===== config.mk =====
export PLATFORM = sky130hd
export DESIGN_NAME = cmd_word_sink
export DESIGN_NICKNAME = d
export VERILOG_FILES = /design/src/rtl/cmd_word_sink.sv
export SDC_FILE = /design/constraint.sdc
export NUM_CORES = 1
export LEC_CHECK = 0
export ABC_AREA = 1
export ABC_CLOCK_PERIOD_IN_PS = 2700
export BUFFER_PORTS_ARGS = -buffer_cell sky130_fd_sc_hd__buf_2
export CAP_MARGIN = 5
export CORE_UTILIZATION = 52
export DETAILED_ROUTE_END_ITERATION = 16
export PLACE_DENSITY = 0.75
export REMOVE_ABC_BUFFERS = 1
export SLEW_MARGIN = 10
export SYNTH_ARGS = -nofsm -noshare
export SYNTH_HDL_FRONTEND = slang
export SYNTH_SLANG_ARGS = --single-unit

===== constraint.sdc =====
create_clock -name clk -period 2.7 [get_ports clk]
set_input_delay 0.27 -clock clk [delete_from_list [all_inputs] [get_ports clk]]
set_output_delay 0.27 -clock clk [all_outputs]
set_load 0.03 [all_outputs]

===== src/rtl/cmd_word_sink.sv =====
// ---------------------------------------------------------------------------
// cmd_word_sink
// Receiving end of a controller command bus. Every strobed nonzero command
// word is captured into a small FIFO and then handed to the downstream
// actuator block through a single output register with a valid/ready
// handshake. The block also counts completion words, flags lost words and
// raises an alarm when the bus keeps strobing zero words.
//
// Handshake: a word moves downstream on a posedge where out_valid and
// out_ready are both 1. While out_valid=1 and out_ready=0, out_cmd and
// out_valid do not change. out_valid never depends combinationally on
// out_ready.
//
// Ports
//   clk         clock, all state updates on posedge
//   rst         asynchronous, active-high reset
//   cmd_in      command word (y1 = bit 0)
//   cmd_strobe  sample cmd_in on this posedge
//   out_valid   out_cmd holds a word (output FSM in VALID)
//   out_ready   downstream accepts the word
//   out_cmd     word presented downstream, 0 when idle
//   level       FIFO occupancy, output register not included
//   full/empty  level == DEPTH / level == 0
//   overflow    sticky, a nonzero word was dropped
//   done_cnt    saturating count of completion words (y8, y9, y17 all set)
//   idle_alarm  sticky, IDLE_MAX zero words strobed in a row
// ---------------------------------------------------------------------------
module cmd_word_sink #(
  parameter int CMD_W    = 22,
  parameter int DEPTH    = 4,
  parameter int CNT_W    = 8,
  parameter int IDLE_MAX = 16
) (
  input  logic                       clk,
  input  logic                       rst,
  input  logic [CMD_W-1:0]           cmd_in,
  input  logic                       cmd_strobe,
  output logic                       out_valid,
  input  logic                       out_ready,
  output logic [CMD_W-1:0]           out_cmd,
  output logic [$clog2(DEPTH):0]     level,
  output logic                       full,
  output logic                       empty,
  output logic                       overflow,
  output logic [CNT_W-1:0]           done_cnt,
  output logic                       idle_alarm
);

  localparam int AW = $clog2(DEPTH);
  localparam int LW = AW + 1;
  localparam int IW = $clog2(IDLE_MAX + 1);

  typedef enum logic {
    S_IDLE  = 1'b0,
    S_VALID = 1'b1
  } state_e;

  state_e           state_q;
  logic             out_valid_q;
  logic [CMD_W-1:0] out_cmd_q;

  logic [CMD_W-1:0] mem_q [DEPTH];
  logic [LW-1:0]    wr_q, wr_d;
  logic [LW-1:0]    rd_q, rd_d;
  logic [LW-1:0]    level_w;
  logic             overflow_q, overflow_d;
  logic [CNT_W-1:0] done_q, done_d;
  logic [IW-1:0]    idle_q, idle_d;
  logic             alarm_q, alarm_d;

  logic fifo_empty, fifo_full;
  logic push_req, push, pop, is_done, zero_strobe;

  // Pointers carry one extra MSB so full and empty are distinguishable.
  assign level_w    = wr_q - rd_q;
  assign fifo_empty = (level_w == '0);
  assign fifo_full  = (level_w == LW'(DEPTH));

  // The output register takes the FIFO head when idle or when the current
  // word is being accepted downstream.
  assign pop         = !fifo_empty && ((state_q == S_IDLE) || out_ready);
  assign push_req    = cmd_strobe && (cmd_in != '0);
  assign push        = push_req && (!fifo_full || pop);
  assign zero_strobe = cmd_strobe && (cmd_in == '0);
  assign is_done     = cmd_in[7] & cmd_in[8] & cmd_in[16];

  always_comb begin
    wr_d       = wr_q;
    rd_d       = rd_q;
    overflow_d = overflow_q | (push_req & ~push);
    done_d     = done_q;
    idle_d     = idle_q;
    if (push) wr_d = wr_q + LW'(1);
    if (pop)  rd_d = rd_q + LW'(1);
    if (push && is_done && (done_q != '1)) done_d = done_q + CNT_W'(1);
    if (zero_strobe) begin
      if (idle_q != IW'(IDLE_MAX)) idle_d = idle_q + IW'(1);
    end else if (cmd_strobe) begin
      // Any nonzero word clears the run, even one that gets dropped.
      idle_d = '0;
    end
    alarm_d = alarm_q | (idle_d == IW'(IDLE_MAX));
  end

  always_ff @(posedge clk or posedge rst) begin
    if (rst) begin
      wr_q       <= '0;
      rd_q       <= '0;
      overflow_q <= 1'b0;
      done_q     <= '0;
      idle_q     <= '0;
      alarm_q    <= 1'b0;
    end else begin
      wr_q       <= wr_d;
      rd_q       <= rd_d;
      overflow_q <= overflow_d;
      done_q     <= done_d;
      idle_q     <= idle_d;
      alarm_q    <= alarm_d;
    end
  end

  // Storage needs no reset: entries are only read between the pointers.
  always_ff @(posedge clk) begin
    if (push) mem_q[wr_q[AW-1:0]] <= cmd_in;
  end

  // Output FSM with registered out_valid/out_cmd.
  always_ff @(posedge clk or posedge rst) begin
    if (rst) begin
      state_q     <= S_IDLE;
      out_valid_q <= 1'b0;
      out_cmd_q   <= '0;
    end else begin
      case (state_q)
        S_IDLE: begin
          if (!fifo_empty) begin
            out_cmd_q   <= mem_q[rd_q[AW-1:0]];
            out_valid_q <= 1'b1;
            state_q     <= S_VALID;
          end
        end
        S_VALID: begin
          if (out_ready) begin
            if (!fifo_empty) begin
              out_cmd_q <= mem_q[rd_q[AW-1:0]];
            end else begin
              out_cmd_q   <= '0;
              out_valid_q <= 1'b0;
              state_q     <= S_IDLE;
            end
          end
        end
        default: begin
          out_cmd_q   <= '0;
          out_valid_q <= 1'b0;
          state_q     <= S_IDLE;
        end
      endcase
    end
  end

  assign out_valid  = out_valid_q;
  assign out_cmd    = out_cmd_q;
  assign level      = level_w;
  assign full       = fifo_full;
  assign empty      = fifo_empty;
  assign overflow   = overflow_q;
  assign done_cnt   = done_q;
  assign idle_alarm = alarm_q;

endmodule

; Word level (Yosys, flattened, before mapping)
; Memories as Yosys holds them, arrays and structs flattened.
; Cells that the tools add are included.
[totals]
regBits = 45
mem_bits_rw = 88
in_bits = 26
output_inout_bits = 38
wordCells = 60
mem_count = 1
[op_classes]
n_addsub = 5
eq_ne = 7
muxes = 16
bitwise = 7
n_reduce_logical = 15
[memory_table]
columns = name, depth, width, rd, rd_clocked_by_memory_dff, wr, line
row1 = mem_q, 4, 22, 1, 0, 1, 62  ; logic [CMD_W-1:0] mem_q [DEPTH];
[op_table]
columns = operator, n
row1 = $mux W22, 3
row2 = $pmux W22 S2, 1
row3 = $logic_not A22 Y1, 1
row4 = $reduce_bool A22 Y1, 1
row5 = $mux W5, 3
row6 = $add A8 B1 Y8 const B, 1
row7 = $ne A8 B8 Y1 const B, 1
row8 = $mux W1, 7
row9 = $add A3 B1 Y3 const B, 2
row10 = $logic_and A1 B1 Y1, 6
row11 = $add A5 B1 Y5 const B, 1
row12 = $eq A5 B5 Y1 const B, 1
row13 = $ne A5 B5 Y1 const B, 1
row14 = $ne A2 B2 Y1 const B, 2
row15 = $pmux W1 S2, 2
row16 = $and A1 B1 Y1, 3
row17 = $eq A3 B3 Y1 const B, 1
row18 = $logic_not A3 Y1, 1
row19 = $reduce_and A3 Y1, 1
row20 = $sub A3 B3 Y3, 1
row21 = $logic_not A1 Y1, 2
row22 = $logic_or A1 B1 Y1, 2
row23 = $ne A2 B1 Y1 const B, 1
row24 = $not A1 Y1, 2
row25 = other kinds (2), 3

; Longest topological paths before layout
; Gate-level depths: netlist of run 1.
[logic_depth]
word_depth = 9
depth_mapped = 14
mapped_depth_nobuf = 14

; Worst setup path before layout of run 1
; Ideal clock, no wire load.
[synth_path]
path_kind = register to register
startpoint = register wr_q[0]
endpoint = memory mem_q[0][0], enable pin
setup_ns = 0.401
t_arrival_ns = 2.536
t_required_ns = 2.299
path_slack_ns = -0.237
path_stages_with_launch = 13
path_buffers = 0
synth_period_minus_slack_ns = 2.937
path_cell_list = dfrtp_1 inv_1 ha_1 fa_1 inv_1 nand2_1 nand2_1 nand2_1 nand3_1 nor2_2 inv_1 nand2_2 nor2_1
[synth_via]
elab_chain_len = 8
elab_cells_between_ends = 10
cone_classes = add/sub (1) / eq/ne (1) / mux (2) / reduce/logical (6)
[synth_lines]
columns = item, line
row1 = from (decl), 63  ; logic [LW-1:0] wr_q, wr_d;
row2 = from (signal assigned), 114  ; wr_q <= wr_d;
row3 = $sub A3 B3 Y3, 75  ; assign level_w = wr_q - rd_q;
row4 = $logic_not A3 Y1, 76  ; assign fifo_empty = (level_w == '0);
row5 = $logic_not A1 Y1, n/a
row6 = $logic_and A1 B1 Y1, 81  ; assign pop = !fifo_empty && ((state_q == S_IDLE) || out_ready);
row7 = $logic_or A1 B1 Y1, 83  ; assign push = push_req && (!fifo_full || pop);
row8 = $logic_and A1 B1 Y1, 83
row9 = $mux W1, 125  ; if (push) mem_q[wr_q[AW-1:0]] <= cmd_in;
row10 = $mux W1 (implied by the code), 125
row11 = to (decl), 62
; Parallel ways exist; a longest one is shown, timed or not.

; Final worst setup path of run 1
[layout_path]
startpoint = register wr_q[0]
endpoint = output port full
[layout_via]
elab_chain_len = 2
[layout_lines]
columns = item, line
row1 = $sub A3 B3 Y3, 75
row2 = $eq A3 B3 Y1, 77  ; assign fifo_full = (level_w == LW'(DEPTH));
row3 = to (decl), 42  ; output logic full,
; No other way between the ends.

==> results_tabular.tex, run 1 <==
\begin{tabular}{lr}
\hline
Metric & Value \\
\hline
\multicolumn{2}{l}{\textbf{Status}} \\
Status & finished with violations \\
Failing checks & hold timing \\
\multicolumn{2}{l}{\textbf{Cells and area}} \\
Ant. Diodes & 0 \\
P\&R area growth vs syn & 23.14\% \\
Number of non-filler instances in the completed layout & 744 \\
Final \#Nets & 631 \\
Most frequent standard cell in the layout excluding fill and tap cells & sky130\_fd\_sc\_hd\_\_nand2\_1 \\
Fill cells & 774 \\
Final Instance Area & 0.006910 sq mm \\
Commonest cells after routing, fill and taps aside & sky130\_fd\_sc\_hd\_\_nand2\_1, sky130\_fd\_sc\_hd\_\_edfxtp\_1, sky130\_fd\_sc\_hd\_\_nor2\_1 \\
Share of post-route cells with drive strength above 1 & 21.22\% \\
\multicolumn{2}{l}{\textbf{STA}} \\
Skew final & 0.007407 ns \\
Top achievable clock speed & 381.0 MHz \\
Share of the clock period used by the worst path after layout & 97.20\% \\
Number of endpoints with negative hold slack in the final report & 28 \\
Setup violation total in the final timing report & 0 \\
Max-slew headroom & 32.01\% \\
Clock period minus final worst setup slack & 2.624 ns \\
Final Slew Violations & 0 \\
Final-layout worst hold slack & -0.009509 ns \\
Actual slew at the worst max-slew pin & 1.018 ns \\
Worst-case setup margin in the final layout & 0.07562 ns \\
\multicolumn{2}{l}{\textbf{Synthesis}} \\
Count of flip-flops with a built-in enable after synthesis & 88 \\
Synthesized netlist cell count & 504 \\
YS warnings & 0 \\
Post-synth ARST share & 33.83\% \\
Post-synth design cell area & 0.005612 sq mm \\
\#FFs+latches synth & 133 \\
Post-synthesis sequential area ratio & 67.16\% \\
Synth Flop Type & sky130\_fd\_sc\_hd\_\_edfxtp\_1 \\
Synthesized area per cell & 11.13 sq um \\
Number of distinct standard cells referenced by the synthesized netlist & 32 \\
\multicolumn{2}{l}{\textbf{Place}} \\
Global placer's final weighted congestion & 0.8231 \\
Half-perimeter wire length after detailed placement & 7336 um \\
Cells after DPL & 690 \\
Number of I/O port buffers & 63 \\
Placed standard-cell area & 0.006082 sq mm \\
Worst slack at placement & 0.2489 ns \\
\multicolumn{2}{l}{\textbf{Die}} \\
Standard-cell row count & 37 \\
Number of top-level pins & 64 \\
Die span in y & 105.9 um \\
Horizontal extent of the die & 105.9 um \\
Die ar. & 0.01121 sq mm \\
Starting utilization of the core area & 53.87\% \\
Area of the core & 0.01042 sq mm \\
\multicolumn{2}{l}{\textbf{Global routing}} \\
GR Layer Usage met1 & 29.39\% \\
Total global routing overflow & 0 \\
Met3 Resource Use GR & 5.937\% \\
Pin count of the biggest net entering global routing & 47 \\
Global-route wire length before repair & 19,510 um \\
Most utilized layer in the global route result & met2 \\
Number of global-route vias before repair & 3,948 \\
GRT met2 Usage & 38.75\% \\
Global Route Usage Sum & 23.24\% \\
Number of antenna violations at the first check in global routing & 0 \\
\multicolumn{2}{l}{\textbf{Detailed routing}} \\
Vias & 4,020 \\
DRT iter0 DRCs & 243 \\
Total DRC errors in the routed layout & 0 \\
Number of detailed-routing iterations run before antenna repair & 5 \\
Vias per std cell & 5.403 \\
Average wire per cell in the routed design & 16.51 um \\
Routed Antenna Nets & 0 \\
Sum of routed wire length over all layers & 12,280 um \\
\multicolumn{2}{l}{\textbf{Clock network}} \\
TritonCTS clock tree & done \\
Library cell used as clock root buffer & sky130\_fd\_sc\_hd\_\_clkbuf\_8 \\
Clock slew at reported path FFs & 0.06 ns \\
Inserted Clock Buffers & 17 \\
Max H-tree Level & 4 \\
Clock Sinks & 133 \\
Maximum clock path buffer count & 2 \\
Worst-skew pair later-pin latency & 0.53 ns \\
\multicolumn{2}{l}{\textbf{Power and ir drop}} \\
Worst voltage drop across the vdd grid & 0.0005504 V \\
Leakage & 0.002979 uW \\
Power after layout & 8296 uW \\
Power per cell area & 1201 mW/mm\^{}2 \\
\multicolumn{2}{l}{\textbf{Setup path}} \\
Kind of end point of the critical path & primary output \\
Critical path data arrival time & 2.35 ns \\
Maximum fanout along the worst path & 4 \\
Critical setup path kind & reg2out \\
Startpoint type of the worst setup path & flop \\
Data required, critical path & 2.43 ns \\
\multicolumn{2}{l}{\textbf{Min path}} \\
Path type of the worst min-delay path & in2async \\
\multicolumn{2}{l}{\textbf{Run}} \\
Total of max-cap violations & 0 \\
\hline
\end{tabular}
[power breakdown]
part	internal (uW)	switching, uW	total (uW)
clock	1440	878	2320
sequential	2740	207	2950
combinational	895	2130	3030
total	5080	3220	8300
[routing by layer]
| layer | wire, um | part of all wire, % | vias to the layer above |
|---|---|---|---|
| met1 | 4982 | 41 | 1923 |
| met4 | 217 | 1.8 | 0 |
| met3 | 758 | 6.2 | 25 |
| met5 | 0 | 0 | - |
| met2 | 6323 | 51 | 154 |
| li1 | - | - | 1918 |
[through the flow]
| step | utilization (%) | TNS [ns] | hold WS, ns |
|---|---|---|---|
| 3_3_place_gp | 58.39 | 0 | 0.4442 |
| 4_1_cts | 66.20 | 0 | 0.01084 |
| 6_report | 66.34 | 0 | -0.009509 |
| 2_1_floorplan | - | -56.92 | 0.3689 |
| 3_5_place_dp | 58.39 | 0 | 0.4448 |
| 5_1_grt | 66.34 | -0.01377 | 0.02193 |
[layout make-up]
class | instances | area [sq um] | share of cell area, %
timing repair buffer | 94 | 640.6 | 9.270
tap | 136 | 170.2 | 2.462
multi-input combinational | 312 | 1587 | 22.96
clock inverter | 14 | 175.2 | 2.535
inverter | 37 | 141.4 | 2.046
sequential | 133 | 3769 | 54.54
clock buffer | 18 | 427.9 | 6.192
[flip-flops by register name, indices dropped and copies added (netlist names)]
name        flops
mem_q          88
rd_q            3
out_valid       1
done_cnt        8
wr_q            3
overflow        1
idle_alarm      1
idle_q          5
state_q         1
out_cmd        22
[Yosys cell counts, types with 6 or more instances]
master                      n  area share, %
sky130_fd_sc_hd__nand4_1   11            1.2
sky130_fd_sc_hd__o21ai_0   44            3.9
sky130_fd_sc_hd__nand3_1   30            2.7
sky130_fd_sc_hd__nor2_1    69            4.6
sky130_fd_sc_hd__edfxtp_1  88             47
sky130_fd_sc_hd__o22ai_1   22            2.5
sky130_fd_sc_hd__inv_1     34            2.3
sky130_fd_sc_hd__ha_1       9            2.0
sky130_fd_sc_hd__dfrtp_1   45             20
sky130_fd_sc_hd__xor2_1     8            1.2
sky130_fd_sc_hd__buf_2      6           0.54
sky130_fd_sc_hd__clkbuf_1  10           0.67
sky130_fd_sc_hd__nand2_1   92            6.2
[worst max-delay path: stages (launching register included)]
cell	delay, ns
sky130_fd_sc_hd__dfrtp_1	0.39
sky130_fd_sc_hd__inv_1	0.10
sky130_fd_sc_hd__ha_1	0.22
sky130_fd_sc_hd__fa_2	0.54
sky130_fd_sc_hd__nand2_1	0.05
sky130_fd_sc_hd__inv_1	0.10
sky130_fd_sc_hd__nand3_1	0.15
sky130_fd_sc_hd__inv_1	0.09
sky130_fd_sc_hd__buf_2	0.19
[final timing paths]
path	from	end	slack [ns]	cells after the start
worst max register to register	wr_q[0]	mem_q[3][6]	0.18	11
worst min register to register	idle_alarm	idle_alarm	0.46	2
max in group asynchronous	rst	wr_q[0]	2.08	2
worst max-delay path	wr_q[0]	full	0.08	8
worst min-delay path	rst	out_cmd[5]	-0.01	2
min in group clk	cmd_in[16]	mem_q[0][16]	0.02	1
[repair_timing]
item | in CTS | in global routing
setup endpoints to repair | 0 | 2
buffers inserted | 0 | 1
gates resized for setup | 0 | 4
hold buffers | 21 | 0
hold endpoints to repair | 84 | 0
[cells by family after synthesis]
kind of cell	Yosys count	synth area share, %
AOI/OAI and AO/OA	72	7.023
xor gates and xnor gates	11	1.717
adders and majority gates	10	2.363
buffers and inverters	59	4.794
DFF	133	67.16
and+or+nand+nor	219	16.95
No activity file was read; power rests on OpenSTA's default activity.
==> run 2: changes to the inputs <==
- CORE_UTILIZATION: 52 -> 43
- PLACE_DENSITY: 0.75 -> not set
==> run 2 against run 1 <==
Against the previous run:
- the flow now finishes without violations
- hold slack better by 0.11 ns
- sequential power is essentially flat
- final area is 2.3% lower
- register-to-register slack better by 0.12 ns
- non-clock buffer count is 21 lower
- critical path depth increased by 3
- flip-flop and latch count stayed put
==> results_tabular.tex, run 2 (synthesized netlist as in run 1, its figures left out) <==
\begin{tabular}{lr}
\hline
Metric & Value \\
\hline
\multicolumn{2}{l}{\textbf{Clock network}} \\
Library cell used as clock root buffer & sky130\_fd\_sc\_hd\_\_clkbuf\_16 \\
Maximum clock path buffer count & 2 \\
Postcts setup bufs & 0 \\
Post-CTS resize count & 0 \\
Clock slew at reported path FFs & 0.06 ns \\
TritonCTS clock tree & done \\
Worst-skew pair later-pin latency & 0.41 ns \\
Inserted Clock Buffers & 17 \\
Max H-tree Level & 4 \\
Clock Sinks & 133 \\
\multicolumn{2}{l}{\textbf{Power and ir drop}} \\
Leakage & 0.002900 uW \\
Worst voltage drop across the vdd grid & 0.0005730 V \\
Power per cell area & 1214 mW/mm\^{}2 \\
\multicolumn{2}{l}{\textbf{Cells and area}} \\
Fill cells & 1,100 \\
Final Instance Area & 0.006753 sq mm \\
Number of flip-flops under the largest register name & 88 \\
Share of post-route cells with drive strength above 1 & 21.47\% \\
Final \#Nets & 610 \\
P\&R area growth vs syn & 20.33\% \\
Most frequent standard cell in the layout excluding fill and tap cells & sky130\_fd\_sc\_hd\_\_nand2\_1 \\
Ant. Diodes & 0 \\
Commonest cells after routing, fill and taps aside & sky130\_fd\_sc\_hd\_\_nand2\_1, sky130\_fd\_sc\_hd\_\_edfxtp\_1, sky130\_fd\_sc\_hd\_\_nor2\_1 \\
\multicolumn{2}{l}{\textbf{Place}} \\
Worst slack at placement & 0.3070 ns \\
Global placer's final weighted congestion & 0.8127 \\
Placed standard-cell area & 0.006140 sq mm \\
Number of I/O port buffers & 63 \\
Half-perimeter wire length after detailed placement & 7274 um \\
\multicolumn{2}{l}{\textbf{Setup path}} \\
Kind of end point of the critical path & primary output \\
Critical setup path kind & reg2out \\
Data required, critical path & 2.43 ns \\
First element of the critical path & wr\_q[0] \\
Cells on worst reg2reg path & 13 \\
Reg-to-reg critical path startpoint & wr\_q[0] \\
Critical path data arrival time & 2.28 ns \\
Maximum fanout along the worst path & 4 \\
Startpoint type of the worst setup path & flop \\
\multicolumn{2}{l}{\textbf{Detailed routing}} \\
Sum of routed wire length over all layers & 11,420 um \\
Vias & 3,744 \\
Total DRC errors in the routed layout & 0 \\
Average wire per cell in the routed design & 15.04 um \\
Number of detailed-routing iterations run before antenna repair & 4 \\
Vias per std cell & 4.933 \\
DRT iter0 DRCs & 229 \\
Routed Antenna Nets & 0 \\
\multicolumn{2}{l}{\textbf{STA}} \\
Number of endpoints with negative hold slack in the final report & 0 \\
Skew final & 0.006740 ns \\
Actual slew at the worst max-slew pin & 0.9936 ns \\
Top achievable clock speed & 392.9 MHz \\
Setup repair after global routing missed its margin & no \\
Worst-case setup margin in the final layout & 0.1550 ns \\
Setup violation total in the final timing report & 0 \\
Clock period minus final worst setup slack & 2.545 ns \\
Share of the clock period used by the worst path after layout & 94.26\% \\
Max-slew headroom & 33.60\% \\
Final Slew Violations & 0 \\
\multicolumn{2}{l}{\textbf{Die}} \\
Starting utilization of the core area & 44.29\% \\
Die span in y & 116.2 um \\
Area of the core & 0.01267 sq mm \\
Number of top-level pins & 64 \\
Die ar. & 0.01351 sq mm \\
Standard-cell row count & 41 \\
Horizontal extent of the die & 116.2 um \\
\multicolumn{2}{l}{\textbf{Global routing}} \\
Number of antenna violations at the first check in global routing & 0 \\
Total global routing overflow & 0 \\
Global Route Usage Sum & 18.68\% \\
Global-route wire length before repair & 18,800 um \\
Pin count of the biggest net entering global routing & 47 \\
Number of global-route vias before repair & 3,661 \\
\multicolumn{2}{l}{\textbf{Status}} \\
Status & completed \\
\multicolumn{2}{l}{\textbf{Min path}} \\
Hold path start & cmd\_in[19] \\
Number of cells on the worst hold path & 1 \\
Path type of the worst min-delay path & in2reg \\
\multicolumn{2}{l}{\textbf{Run}} \\
Total of max-cap violations & 0 \\
\hline
\end{tabular}
## run 2: cell count changes in the layout (fill, tap and decap cells not counted)
cell,delta
sky130_fd_sc_hd__buf_4,-3
sky130_fd_sc_hd__buf_12,+1
sky130_fd_sc_hd__clkbuf_16,+1
sky130_fd_sc_hd__dlygate4sd3_1,-20
sky130_fd_sc_hd__buf_2,+1
sky130_fd_sc_hd__nand2_2,-1
sky130_fd_sc_hd__clkbuf_8,-2
sky130_fd_sc_hd__nand2_1,+1
sky130_fd_sc_hd__fa_2,-1
sky130_fd_sc_hd__clkinvlp_4,-1
sky130_fd_sc_hd__clkinv_2,+2
sky130_fd_sc_hd__fa_1,+1
## run 2: power breakdown
part	switching [uW]	internal, uW	total (uW)
Clock	868	1460	2320
Sequential	202	2740	2940
Combinational	2070	858	2930
## run 2: final timing paths
kind                                 to  slack [ns]
min in group asynchronous     idle_q[2]        0.44
hold reg to reg              idle_alarm        0.46
setup reg to reg           mem_q[0][10]        0.30
max in group asynchronous   done_cnt[2]        1.54
setup / recovery                  empty        0.15
hold / removal             mem_q[0][19]        0.10
## run 2: repair_timing
item / in CTS / in global routing
endpoints found under the hold margin: 20 / 0
hold buffers: 1 / 0
setup endpoints to repair: 0 / 0
## run 2: layout make-up
| class | instances | area (sq um) | share of cell area, % |
|---|---|---|---|
| inverters | 37 | 141.4 | 2.094 |
| clock inverters | 15 | 177.7 | 2.631 |
| flip-flops and latches | 133 | 3769 | 55.81 |
| well taps | 172 | 215.2 | 3.187 |
| multi-input cells | 312 | 1582 | 23.42 |
| repair buffers | 73 | 442.9 | 6.559 |
| clock buffers | 17 | 425.4 | 6.300 |
## run 2: through the flow
stage          power (uW)  TNS, ns  cells  hold slack, ns  utilization, %
5_1_grt              8725        0    759         0.09215           53.29
3_3_place_gp         5873        0    726          0.3301           48.45
3_5_place_dp         5932        0    726          0.3351           48.45
2_1_floorplan        4936   -56.92    482          0.3689               -
6_report             8195        0    759          0.1010           53.29
4_1_cts              8278        0    759         0.08031           53.29
## run 2: critical path, cell delays in order, from the launching register on
cell and delay, ns:
sky130_fd_sc_hd__dfrtp_1 0.41, sky130_fd_sc_hd__inv_1 0.10, sky130_fd_sc_hd__ha_1 0.22, sky130_fd_sc_hd__fa_1 0.41, sky130_fd_sc_hd__inv_1 0.07, sky130_fd_sc_hd__nand2_1 0.06
sky130_fd_sc_hd__nand2_1 0.07, sky130_fd_sc_hd__nand2_1 0.07, sky130_fd_sc_hd__nand2_1 0.10, sky130_fd_sc_hd__nand2_2 0.09, sky130_fd_sc_hd__inv_1 0.09, sky130_fd_sc_hd__buf_2 0.20
## run 2: metal layers
layer / vias to the layer above / wire length, um / part of all wire [%] / global-route usage [%]
met3: 6 / 525 / 4.6 / 3.840
met5: - / 0 / 0 / 0
met4: 0 / 87 / 0.76 / 6.923
met1: 1785 / 5169 / 45 / 24.87
met2: 89 / 5637 / 49 / 30.34
li1: 1864 / - / - / -
==> run 3: changes to the inputs <==
- MAX_ROUTING_LAYER: not set -> met4
==> run 3 against run 2 <==
Against the previous run:
- sequential share of layout area did not move
- utilization did not move
- routed wire length down 0.31%
- highest routed layer unchanged
- critical path type unchanged
- clock skew up 0.0010 ns
- via count grew 0.21%
- critical endpoint unchanged
- non-clock buffer count stayed put
- count of clock-buffer cells in the layout is the same
- largest power group unchanged
- register-to-register slack hardly changed
- sequential power about the same
- combinational power hardly changed
- global-route usage increased by 0.62 points
- worst setup slack lost 0.0015 ns
==> results_tabular.tex, run 3 (synthesized netlist as in run 1, its figures left out) <==
\begin{tabular}{lr}
\hline
Metric & Value \\
\hline
\multicolumn{2}{l}{\textbf{Power and ir drop}} \\
Power per cell area & 1214 mW/mm\^{}2 \\
Leakage & 0.002900 uW \\
Worst voltage drop across the vdd grid & 0.0005763 V \\
\multicolumn{2}{l}{\textbf{Cells and area}} \\
Final Instance Area & 0.006753 sq mm \\
Number of flip-flops under the largest register name & 88 \\
Most frequent standard cell in the layout excluding fill and tap cells & sky130\_fd\_sc\_hd\_\_nand2\_1 \\
Fill cells & 1,100 \\
Commonest cells after routing, fill and taps aside & sky130\_fd\_sc\_hd\_\_nand2\_1, sky130\_fd\_sc\_hd\_\_edfxtp\_1, sky130\_fd\_sc\_hd\_\_nor2\_1 \\
Final \#Nets & 610 \\
Util after Layout & 53.29\% \\
Ant. Diodes & 0 \\
Share of post-route cells with drive strength above 1 & 21.47\% \\
P\&R area growth vs syn & 20.33\% \\
Number of non-filler instances in the completed layout & 759 \\
\multicolumn{2}{l}{\textbf{Place}} \\
Global placer's final weighted congestion & 0.8247 \\
Number of I/O port buffers & 63 \\
Placed standard-cell area & 0.006140 sq mm \\
Worst slack at placement & 0.3070 ns \\
Cells after DPL & 726 \\
Half-perimeter wire length after detailed placement & 7274 um \\
\multicolumn{2}{l}{\textbf{Detailed routing}} \\
Vias & 3,752 \\
Average wire per cell in the routed design & 15.00 um \\
Detailed-route wire length on metal 1 & 5182 um \\
DRT iter0 DRCs & 230 \\
Number of detailed-routing iterations run before antenna repair & 4 \\
Wire length on met3 & 445 um \\
Vias per std cell & 4.943 \\
WL met2 & 5620 um \\
Highest layer used for signal routing & met4 \\
Routed Antenna Nets & 0 \\
Total DRC errors in the routed layout & 0 \\
Sum of routed wire length over all layers & 11,380 um \\
\multicolumn{2}{l}{\textbf{Clock network}} \\
Hold Buf Count CTS & 1 \\
Worst-skew pair later-pin latency & 0.41 ns \\
Library cell used as clock root buffer & sky130\_fd\_sc\_hd\_\_clkbuf\_16 \\
Postcts setup bufs & 0 \\
Maximum clock path buffer count & 2 \\
Inserted Clock Buffers & 17 \\
Clock Sinks & 133 \\
Max H-tree Level & 4 \\
Post-CTS resize count & 0 \\
Clock slew at reported path FFs & 0.06 ns \\
TritonCTS clock tree & done \\
\multicolumn{2}{l}{\textbf{Die}} \\
Number of top-level pins & 64 \\
Starting utilization of the core area & 44.29\% \\
Area of the core & 0.01267 sq mm \\
Die ar. & 0.01351 sq mm \\
Standard-cell row count & 41 \\
Horizontal extent of the die & 116.2 um \\
Die span in y & 116.2 um \\
\multicolumn{2}{l}{\textbf{Min path}} \\
Path type of the worst min-delay path & in2reg \\
\multicolumn{2}{l}{\textbf{Global routing}} \\
Global Route Usage Sum & 19.30\% \\
Number of global-route vias before repair & 3,664 \\
Number of antenna violations at the first check in global routing & 0 \\
Pin count of the biggest net entering global routing & 47 \\
Total global routing overflow & 0 \\
Global-route wire length before repair & 18,790 um \\
\multicolumn{2}{l}{\textbf{Run}} \\
Total of max-cap violations & 0 \\
\multicolumn{2}{l}{\textbf{STA}} \\
Max-slew headroom & 33.51\% \\
Top achievable clock speed & 392.7 MHz \\
Share of the clock period used by the worst path after layout & 94.32\% \\
Actual slew at the worst max-slew pin & 0.9949 ns \\
Setup repair after global routing missed its margin & no \\
Setup violation total in the final timing report & 0 \\
Number of endpoints with negative hold slack in the final report & 0 \\
Worst-case setup margin in the final layout & 0.1535 ns \\
Clock period minus final worst setup slack & 2.547 ns \\
Final Slew Violations & 0 \\
Skew final & 0.007750 ns \\
\multicolumn{2}{l}{\textbf{Setup path}} \\
Kind of end point of the critical path & primary output \\
Critical path data arrival time & 2.28 ns \\
Maximum fanout along the worst path & 4 \\
Startpoint type of the worst setup path & flop \\
Register-to-Register Setup Slack & 0.30 ns \\
Data required, critical path & 2.43 ns \\
Critical setup path kind & reg2out \\
\multicolumn{2}{l}{\textbf{Status}} \\
Status & completed \\
\hline
\end{tabular}
## run 3: cell counts in the layout (fill, tap and decap cells not counted)
Identical to the previous run, type by type.
## run 3: metrics by stage
stage,power (uW),hold slack (ns),setup TNS (ns)
final,8197,0.09707,0
after global routing,8727,0.09068,0
after CTS,8278,0.08031,0
after detailed placement,5932,0.3351,0
after global placement,5873,0.3301,0
after floorplan,4936,0.3689,-56.92
## run 3: power breakdown
group          total, uW  internal (uW)  switching [uW]  leakage [uW]
Clock               2320           1460             867      0.000294
Sequential          2940           2740             201       0.00137
Combinational       2930            858            2070       0.00123
Total               8200           5060            3140       0.00290
## run 3: area by class of cell
class | instances | area [sq um] | area share [%]
flip-flops and latches | 133 | 3769 | 55.81
clock buffers | 17 | 425.4 | 6.300
clock inverters | 15 | 177.7 | 2.631
well taps | 172 | 215.2 | 3.187
multi-input cells | 312 | 1582 | 23.42
inverters | 37 | 141.4 | 2.094
repair buffers | 73 | 442.9 | 6.559
## run 3: worst paths after layout
| path | from | to | cells past startpoint |
|---|---|---|---|
| worst max register to register | wr_q[0] | mem_q[0][10] | 13 |
| worst max-delay path | wr_q[0] | empty | 11 |
| worst min register to register | idle_alarm | idle_alarm | 2 |
| max in group asynchronous | rst | done_cnt[2] | 4 |
| min in group asynchronous | rst | idle_q[2] | 3 |
| worst min-delay path | cmd_in[19] | mem_q[0][19] | 1 |
## run 3: worst max-delay path, stage by stage (launching register included)
cell and delay, ns:
sky130_fd_sc_hd__dfrtp_1 0.41, sky130_fd_sc_hd__inv_1 0.10, sky130_fd_sc_hd__ha_1 0.22, sky130_fd_sc_hd__fa_1 0.41, sky130_fd_sc_hd__inv_1 0.07, sky130_fd_sc_hd__nand2_1 0.06, sky130_fd_sc_hd__nand2_1 0.07, sky130_fd_sc_hd__nand2_1 0.07
sky130_fd_sc_hd__nand2_1 0.10, sky130_fd_sc_hd__nand2_2 0.09, sky130_fd_sc_hd__inv_1 0.09, sky130_fd_sc_hd__buf_2 0.20
## run 3: per-layer routing
metal | vias up | GRT usage, %
li1 | 1867 | -
met1 | 1794 | 24.84
met2 | 82 | 30.49
met3 | 9 | 3.788
met4 | 0 | 6.923
met5 | - | -
